### src/rtl/pd_pkg.sv
// Shared types and constants for the power-domain result sequencer.
package pd_pkg;

   typedef enum logic [2:0] {
      ST_ON,
      ST_DRAIN,
      ST_SAVE,
      ST_ISO,
      ST_OFF,
      ST_PWRUP,
      ST_RESTORE,
      ST_UNISO
   } pd_state_e;

   localparam int SAVE_CYC_DEF  = 1;
   localparam int ISO_CYC_DEF   = 2;
   localparam int PWRUP_CYC_DEF = 4;

   function automatic int max3(input int a, input int b, input int c);
      int m;
      m = (a > b) ? a : b;
      return (m > c) ? m : c;
   endfunction

   // The dwell counter only ever holds (cycles - 1), so clog2 of the longest dwell is enough.
   function automatic int dwell_w(input int max_cyc);
      return (max_cyc > 1) ? $clog2(max_cyc) : 1;
   endfunction

   localparam int CNT_W = dwell_w(max3(SAVE_CYC_DEF, ISO_CYC_DEF, PWRUP_CYC_DEF));

endpackage

### src/rtl/pd_result_seq_if.sv
// Result bus between the switchable compute domain and the always-on holding registers.
// PD_RESULT_PARITY_EN adds the per-channel parity_err flags.
interface pd_result_seq_if #(
   parameter int WIDTH  = 16,
   parameter int NUM_CH = 2
);
   logic [NUM_CH*WIDTH-1:0] in_data;
   logic [NUM_CH-1:0]       in_valid;
   logic [NUM_CH*WIDTH-1:0] result;
   logic [NUM_CH-1:0]       result_valid;
`ifdef PD_RESULT_PARITY_EN
   logic [NUM_CH-1:0]       parity_err;

   modport master (output in_data, in_valid, input result, result_valid, parity_err);
   modport slave  (input in_data, in_valid, output result, result_valid, parity_err);
`else
   modport master (output in_data, in_valid, input result, result_valid);
   modport slave  (input in_data, in_valid, output result, result_valid);
`endif
endinterface

### src/rtl/pd_hold_reg.sv
// One always-on result channel: capture register, sticky valid flag, optional parity check.
// PD_RESULT_PARITY_EN adds the stored parity bit and parity_err output.
module pd_hold_reg #(
   parameter int WIDTH = 16
) (
   input  logic             clk,
   input  logic             rst_n,
   input  logic             cap_en,
   input  logic [WIDTH-1:0] d,
   output logic [WIDTH-1:0] q,
   output logic             q_valid
`ifdef PD_RESULT_PARITY_EN
   ,
   output logic             parity_err
`endif
);

   always_ff @(posedge clk or negedge rst_n) begin
      if (!rst_n) begin
         q       <= '0;
         q_valid <= 1'b0;
      end else if (cap_en) begin
         q       <= d;
         q_valid <= 1'b1;
      end
   end

`ifdef PD_RESULT_PARITY_EN
   logic par;

   always_ff @(posedge clk or negedge rst_n) begin
      if (!rst_n) begin
         par        <= 1'b0;
         parity_err <= 1'b0;
      end else begin
         if (cap_en)
            par <= ^d;
         parity_err <= q_valid & ((^q) != par);
      end
   end
`endif

endmodule

### src/rtl/pd_result_seq.sv
// Power-down/up sequencer for one switchable compute domain plus its always-on result holding.
// PD_RESULT_PARITY_EN enables per-channel parity storage and parity_err on the bus.
//
//   state   | meaning
//   --------+--------------------------------------------------------
//   ON      | domain powered and usable, results captured
//   DRAIN   | sleep requested, waiting for in-flight work to finish
//   SAVE    | retention save strobe for SAVE_CYC cycles
//   ISO     | clamps on, power still on, ISO_CYC cycles
//   OFF     | power removed, clamps on, waiting for wake_req
//   PWRUP   | power restored under isolation, PWRUP_CYC cycles
//   RESTORE | one-cycle retention restore strobe
//   UNISO   | clamps released, one cycle before ON
module pd_result_seq
   import pd_pkg::*;
#(
   parameter int WIDTH     = 16,
   parameter int NUM_CH    = 2,
   parameter int SAVE_CYC  = SAVE_CYC_DEF,
   parameter int ISO_CYC   = ISO_CYC_DEF,
   parameter int PWRUP_CYC = PWRUP_CYC_DEF
) (
   input  logic            clk,
   input  logic            rst_n,
   input  logic            sleep_req,
   input  logic            wake_req,
   input  logic            pd_busy,
   output logic            pwr_en,
   output logic            iso_en,
   output logic            save,
   output logic            restore,
   output logic            awake,
   output logic            sleep_ack,
   pd_result_seq_if.slave  bus
);

   localparam int CW = dwell_w(max3(SAVE_CYC, ISO_CYC, PWRUP_CYC));

   pd_state_e state, state_nx;
   logic [CW-1:0] cnt, cnt_nx;

   always_ff @(posedge clk or negedge rst_n) begin
      if (!rst_n) begin
         state     <= ST_ON;
         cnt       <= '0;
         pwr_en    <= 1'b1;
         iso_en    <= 1'b0;
         save      <= 1'b0;
         restore   <= 1'b0;
         awake     <= 1'b1;
         sleep_ack <= 1'b0;
      end else begin
         state     <= state_nx;
         cnt       <= cnt_nx;
         pwr_en    <= (state_nx != ST_OFF);
         iso_en    <= (state_nx == ST_ISO) || (state_nx == ST_OFF) ||
                      (state_nx == ST_PWRUP) || (state_nx == ST_RESTORE);
         save      <= (state_nx == ST_SAVE);
         restore   <= (state_nx == ST_RESTORE);
         awake     <= (state_nx == ST_ON);
         sleep_ack <= (state_nx == ST_OFF);
      end
   end

   always_comb begin
      state_nx = state;
      cnt_nx   = cnt;
      case (state)
         ST_ON:
            if (sleep_req)
               state_nx = ST_DRAIN;
         ST_DRAIN:
            if (!sleep_req) begin
               state_nx = ST_ON;
            end else if (!pd_busy) begin
               state_nx = ST_SAVE;
               cnt_nx   = CW'(SAVE_CYC - 1);
            end
         ST_SAVE:
            if (cnt == '0) begin
               state_nx = ST_ISO;
               cnt_nx   = CW'(ISO_CYC - 1);
            end else begin
               cnt_nx = cnt - 1'b1;
            end
         ST_ISO:
            if (cnt == '0)
               state_nx = ST_OFF;
            else
               cnt_nx = cnt - 1'b1;
         ST_OFF:
            if (wake_req) begin
               state_nx = ST_PWRUP;
               cnt_nx   = CW'(PWRUP_CYC - 1);
            end
         ST_PWRUP:
            if (cnt == '0)
               state_nx = ST_RESTORE;
            else
               cnt_nx = cnt - 1'b1;
         ST_RESTORE:
            state_nx = ST_UNISO;
         ST_UNISO:
            state_nx = ST_ON;
         default:
            state_nx = ST_ON;
      endcase
   end

   // Capture only while ON so isolation clamps never reach the held results.
   for (genvar c = 0; c < NUM_CH; c++) begin : g_ch
      logic [WIDTH-1:0] q;
      logic             q_valid;

      pd_hold_reg #(.WIDTH(WIDTH)) u_hold (
         .clk        (clk),
         .rst_n      (rst_n),
         .cap_en     (bus.in_valid[c] && (state == ST_ON)),
         .d          (bus.in_data[c*WIDTH +: WIDTH]),
         .q          (q),
         .q_valid    (q_valid)
`ifdef PD_RESULT_PARITY_EN
         ,
         .parity_err (bus.parity_err[c])
`endif
      );

      assign bus.result[c*WIDTH +: WIDTH] = q;
      assign bus.result_valid[c]          = q_valid;

`ifndef SYNTHESIS
      a_in_known: assert property (@(posedge clk) disable iff (!rst_n)
         (bus.in_valid[c] && (state == ST_ON)) |-> !$isunknown(bus.in_data[c*WIDTH +: WIDTH]));
`endif
   end

endmodule

### src/flat_wrapper.sv
// flat-port wrapper written by rule: the top's interface ports become plain ports
module pd_result_seq_flat import pd_pkg::*;
#(
   parameter int WIDTH     = 16,
   parameter int NUM_CH    = 2,
   parameter int SAVE_CYC  = SAVE_CYC_DEF,
   parameter int ISO_CYC   = ISO_CYC_DEF,
   parameter int PWRUP_CYC = PWRUP_CYC_DEF
)
  (clk, rst_n, sleep_req, wake_req, pd_busy, pwr_en, iso_en, save, restore, awake, sleep_ack, bus_in_data, bus_in_valid, bus_result, bus_result_valid);
  pd_result_seq_if #(.WIDTH(WIDTH), .NUM_CH(NUM_CH)) bus_i ();
  input  logic clk;
  input  logic rst_n;
  input  logic sleep_req;
  input  logic wake_req;
  input  logic pd_busy;
  output logic pwr_en;
  output logic iso_en;
  output logic save;
  output logic restore;
  output logic awake;
  output logic sleep_ack;
  input wire logic [$bits(bus_i.in_data)-1:0] bus_in_data;
  input wire logic [$bits(bus_i.in_valid)-1:0] bus_in_valid;
  output wire logic [$bits(bus_i.result)-1:0] bus_result;
  output wire logic [$bits(bus_i.result_valid)-1:0] bus_result_valid;
  assign bus_i.in_data = bus_in_data;
  assign bus_i.in_valid = bus_in_valid;
  assign bus_result = bus_i.result;
  assign bus_result_valid = bus_i.result_valid;
  pd_result_seq #(.WIDTH(WIDTH), .NUM_CH(NUM_CH), .SAVE_CYC(SAVE_CYC), .ISO_CYC(ISO_CYC), .PWRUP_CYC(PWRUP_CYC)) u_core (.clk(clk), .rst_n(rst_n), .sleep_req(sleep_req), .wake_req(wake_req), .pd_busy(pd_busy), .pwr_en(pwr_en), .iso_en(iso_en), .save(save), .restore(restore), .awake(awake), .sleep_ack(sleep_ack), .bus(bus_i));
endmodule
### config.mk
export PLATFORM = sky130hd
export DESIGN_NAME = pd_result_seq_flat
export DESIGN_NICKNAME = d
export VERILOG_FILES = /design/src/rtl/pd_pkg.sv /design/src/rtl/pd_result_seq_if.sv /design/src/rtl/pd_hold_reg.sv /design/src/rtl/pd_result_seq.sv /design/src/flat_wrapper.sv
export SDC_FILE = /design/constraint.sdc
export NUM_CORES = 1
export LEC_CHECK = 0
export ABC_AREA = 0
export BUFFER_PORTS_ARGS = -buffer_cell sky130_fd_sc_hd__buf_2
export CAP_MARGIN = 10
export CORE_ASPECT_RATIO = 1.75
export CORE_MARGIN = 2
export CORE_UTILIZATION = 25
export DETAILED_ROUTE_END_ITERATION = 8
export GPL_ROUTABILITY_DRIVEN = 0
export REMOVE_ABC_BUFFERS = 1
export SLEW_MARGIN = 20
export SYNTH_ARGS = -nofsm -noshare
export SYNTH_HDL_FRONTEND = slang
export SYNTH_SLANG_ARGS = --single-unit
export TNS_END_PERCENT = 30
### constraint.sdc
create_clock -name clk -period 3.5 [get_ports clk]
set_clock_uncertainty 0.1 [all_clocks]
set_input_delay 0.7 -clock clk [delete_from_list [all_inputs] [get_ports clk]]
set_output_delay 0.7 -clock clk [all_outputs]
set_load 0.01 [all_outputs]
==> flow_results.org <==
** STA
- Across all hold checks on the routed design, the worst slack comes to approximately 310 ps.
- Period minus WS final :: 2270 ps
- Derived from the worst setup path, the maximum achievable clock frequency is approximately 440 MHz.
- The count of final hold-check violations is 0.
- For the pin with the worst max-slew slack, the measured transition is between 700 and 800 ps.
- In this run the tightest slew margin relative to its limit is about half.
- In the finished design, the share of the clock period the worst path needs comes to 64.8%.
- The max-slew violation count is 0.
- Setup violations remaining at the end of the flow were counted as 0.
- Setup repair after global routing left no endpoint under its margin.
- In the final timing run, aggregate negative setup slack is 0 ps.

** Placed design
- Sum of net half-perimeters after detailed placement :: 2990 um
- Buffers placed on the I/O ports in this run total 78.

** Synth
- The number of different library cells used by synthesis comes to 41.
- Yosys top cell by area :: sky130_fd_sc_hd__dfrtp_1
- Number of synthesized flops with an enable pin :: 0
- Yosys warnings :: 0
- Of the post-synthesis cell area, the dominant cell type holds between 50% and 60%.
- Cell Area, Synth :: 2010 um^2
- Cell with the most instances after synthesis :: sky130_fd_sc_hd__dfrtp_1
- After synthesis, the cell types taking the most area are sky130_fd_sc_hd__dfrtp_1, sky130_fd_sc_hd__mux2_1, sky130_fd_sc_hd__mux2_2, sky130_fd_sc_hd__ha_1, sky130_fd_sc_hd__buf_4.
- Synthesis produced around 150 cells.
- Most used DFF post-synth :: sky130_fd_sc_hd__dfrtp_1
- Counting instances in the post-synthesis netlist gives the leading cell types as sky130_fd_sc_hd__dfrtp_1, sky130_fd_sc_hd__mux2_1, sky130_fd_sc_hd__buf_4, sky130_fd_sc_hd__nor2_1.
- Synth Area per Inst :: between 10 and 15 um^2
- Counting flops with an async set or reset pin after synthesis yields a share of 100%.
- Yosys reg bits :: 45
- Sequential fraction of the synthesis area :: a little under three fifths

** Detailed routing
- Vias per std cell :: 4.37
- Count of unresolved DRC violations after routing :: 0
- Final routed wire length divided by cell count :: about 12 um
- Total length of routed wires :: 3910 um
- Detailed Route Iter0 Violations :: between 50 and 60
- Final antenna-violating net count :: 0
- Vias :: between 1000 and 1500
- Number of iterations in the first detailed-routing pass :: 4

** Power and ir drop
- The clock network burns between 10% and 20% of the power.
- In this run, the combinational gates consume 39.7% of the power.
- Sequential fraction of design power :: between 40% and 50%
- Total internal power :: approximately 1.5 mW
- Switching part of the total :: 34.2%
- Static leakage power :: 1.23 nW
- In this run the power density over the cells is 853 nW/um^2.
- Net Sw Power :: 0.757 mW
- IR analysis of the VDD net gives a maximum drop of ~220 uV.

** Floorplan
- The die is approximately 120 um tall.
- The core region is 7860 um^2.
- During I/O placement, the number of pins put on the boundary was 79.
- Width of the die :: a little over 70 um
- Once the floorplan was initialized, standard cells occupied between 20% and 30% of the core.
- Total Die Area :: 8820 um^2
- Row generation in the floorplan step produced between 40 and 50 rows.

** Critical path
- Critical R2R Capture :: u_core.pwr_en
- The critical path in this run is classified as reg2reg.
- The largest individual stage delay along the critical path comes from the cell sky130_fd_sc_hd__dfrtp_1.
- Setup slack of the worst register-to-register path :: 1230 ps
- Critical Path End Type :: flip-flop
- Path depth of the worst reg2reg path :: 7
- Of all nets on the critical path, the largest fanout is 17.
- At the worst endpoint, the required time is ~3600 ps.
- Cell breakdown of the critical path :: inv_1 > ha_1 > nor3_2 > o32ai_1 > a32o_2 > or2_4 > nand2b_4
- CP startpoint kind :: flip-flop
- On the worst path, the slowest cell contributes a delay of between 600 and 700 ps.
- For the worst setup path, the data arrival time is around 2400 ps.
- Counting both buffers and inverters, the worst setup path holds a total of 1.
- Start of the worst register-to-register path :: u_core.state[2]
- Worst path top cell family by delay :: flip-flops

** Cells and area
- Ant. Diodes :: 0
- The filler cells instantiated in the layout total around 800.
- Net count reported at finish :: 273
- The post-route netlist has a little under half of its cells at a drive strength greater than 1.
- Area Overhead vs Synth :: 28.8%

** Clock tree
- CTS-repair resized insts :: 0
- Total clock sinks :: 45
- CTS tree :: yes
- Largest buffer count on any clock path :: 2
- The clock reaches the later pin of the worst-skew pair after approximately 280 ps.
- For this design, the CTS-stage hold fixing added 0 buffers.
- In this run the number of H-tree levels came out at 2.
- Clock buffers created by TritonCTS :: 5
- After clock tree synthesis, the setup repair step added 0 buffers.
- Clk slew on worst S/H paths :: roughly 60 ps
- Library cell used as clock root buffer :: sky130_fd_sc_hd__clkbuf_16

** Global routing
- The initial antenna violation count is 0.
- Entering global routing, the biggest net connects 46 pins.
- GRT Resource Usage Total :: under 10%
- Global-route wire length before repair :: 6250 um
- For this run the aggregate overflow at the end of global routing stands at 0.
- Vias in the first global route :: roughly 1400

** Min path
- The tightest min-delay check is of the in2async type.

** Run status
- The run finished with clean final reports.

** Flow run
- The tool flagged a number of max-cap violations equal to 0.
## cell families (layout without fill, tap and decap cells)
logic type / after synthesis / count (layout) / share of synthesized area [%]
AOI/OAI and AO/OA: 19 / 19 / 7.14
xor gates and xnor gates: 1 / 1 / 0.435
adders and majority gates: 5 / 5 / 3.11
buffers and inverters: 16 / 93 / 4.53
DFF: 45 / 45 / 56.0
muxes: 34 / 34 / 18.9
and+or+nand+nor: 33 / 33 / 9.88
## registers in the layout, indices dropped and copies added (netlist names)
name,count
u_core.awake,1
u_core.cnt,2
u_core.g_ch.u_hold.q,32
u_core.g_ch.u_hold.q_valid,2
u_core.iso_en,1
u_core.pwr_en,1
u_core.restore,1
u_core.save,1
u_core.sleep_ack,1
u_core.state,3
## placed cells by master (no fill, tap or decap), types with 2 or more instances in the layout
cell                        count
sky130_fd_sc_hd__dfstp_2        2
sky130_fd_sc_hd__mux2_1        26
sky130_fd_sc_hd__clkinv_2       2
sky130_fd_sc_hd__buf_2         77
sky130_fd_sc_hd__ha_1           5
sky130_fd_sc_hd__inv_1          6
sky130_fd_sc_hd__nand2_1        5
sky130_fd_sc_hd__o21ai_0        2
sky130_fd_sc_hd__nand3_1        2
sky130_fd_sc_hd__a211oi_1       2
sky130_fd_sc_hd__nor2_1         8
sky130_fd_sc_hd__nor3_1         2
sky130_fd_sc_hd__o21ai_1        2
sky130_fd_sc_hd__mux2i_1        2
sky130_fd_sc_hd__dfrtp_1       43
sky130_fd_sc_hd__nand2b_1       2
sky130_fd_sc_hd__and2_1         2
sky130_fd_sc_hd__a21oi_1        4
sky130_fd_sc_hd__clkbuf_16      5
sky130_fd_sc_hd__or2_1          2
sky130_fd_sc_hd__mux2_2         6
## worst max-delay path by stage
| stage | from | cells past startpoint | slack [ps] | to |
|---|---|---|---|---|
| 2_1_floorplan | u_core.state[2] | 7 | 1450 | u_core.pwr_en |
| 3_3_place_gp | u_core.state[2] | 7 | 1280 | u_core.pwr_en |
| 3_5_place_dp | u_core.state[2] | 7 | 1240 | u_core.pwr_en |
| 4_1_cts | u_core.state[2] | 7 | 1220 | u_core.pwr_en |
| 5_1_grt | u_core.state[2] | 7 | 1000 | u_core.iso_en |
| 6_report | u_core.state[2] | 7 | 1230 | u_core.pwr_en |
## per-stage QoR
step	cell area (um^2)	total power [mW]	worst slack, ps	util (%)	std cells
6_report	2590	2.21	1230	33.0	320
5_1_grt	2590	2.38	995	33.0	320
4_1_cts	2590	2.25	1220	33.0	320
3_5_place_dp	2450	1.81	1240	31.2	312
3_3_place_gp	2450	1.79	1280	31.2	312
2_1_floorplan	1950	1.45	1450	-	144
## power by group through the flow
stage	combinational, mW	sequential, mW	clock, mW
2_1_floorplan	0.453	0.999	0
3_3_place_gp	0.890	0.896	0
3_5_place_dp	0.897	0.910	0
4_1_cts	0.899	0.900	0.454
5_1_grt	0.977	0.929	0.479
6_report	0.878	0.896	0.439
## layout make-up
cell class / count / area, um^2 / area share, %
tap: 90 / 113 / 4.34
timing repair buffer: 78 / 393 / 15.1
clock inverter: 2 / 10.0 / 0.386
sequential: 45 / 1130 / 43.5
inverter: 7 / 26.3 / 1.01
multi-input combinational: 92 / 795 / 30.6
clock buffer: 6 / 129 / 4.97
## metal layers
layer / GRT usage [%] / wire length, um / vias to the layer above
li1: - / - / 675
met1: 9.20 / 1440 / 670
met2: 17.1 / 2170 / 46
met3: 1.97 / 200 / 6
met4: 5.31 / 101 / 0
met5: 0 / 0 / -
Note: power is estimated with default switching activity, not from simulation.
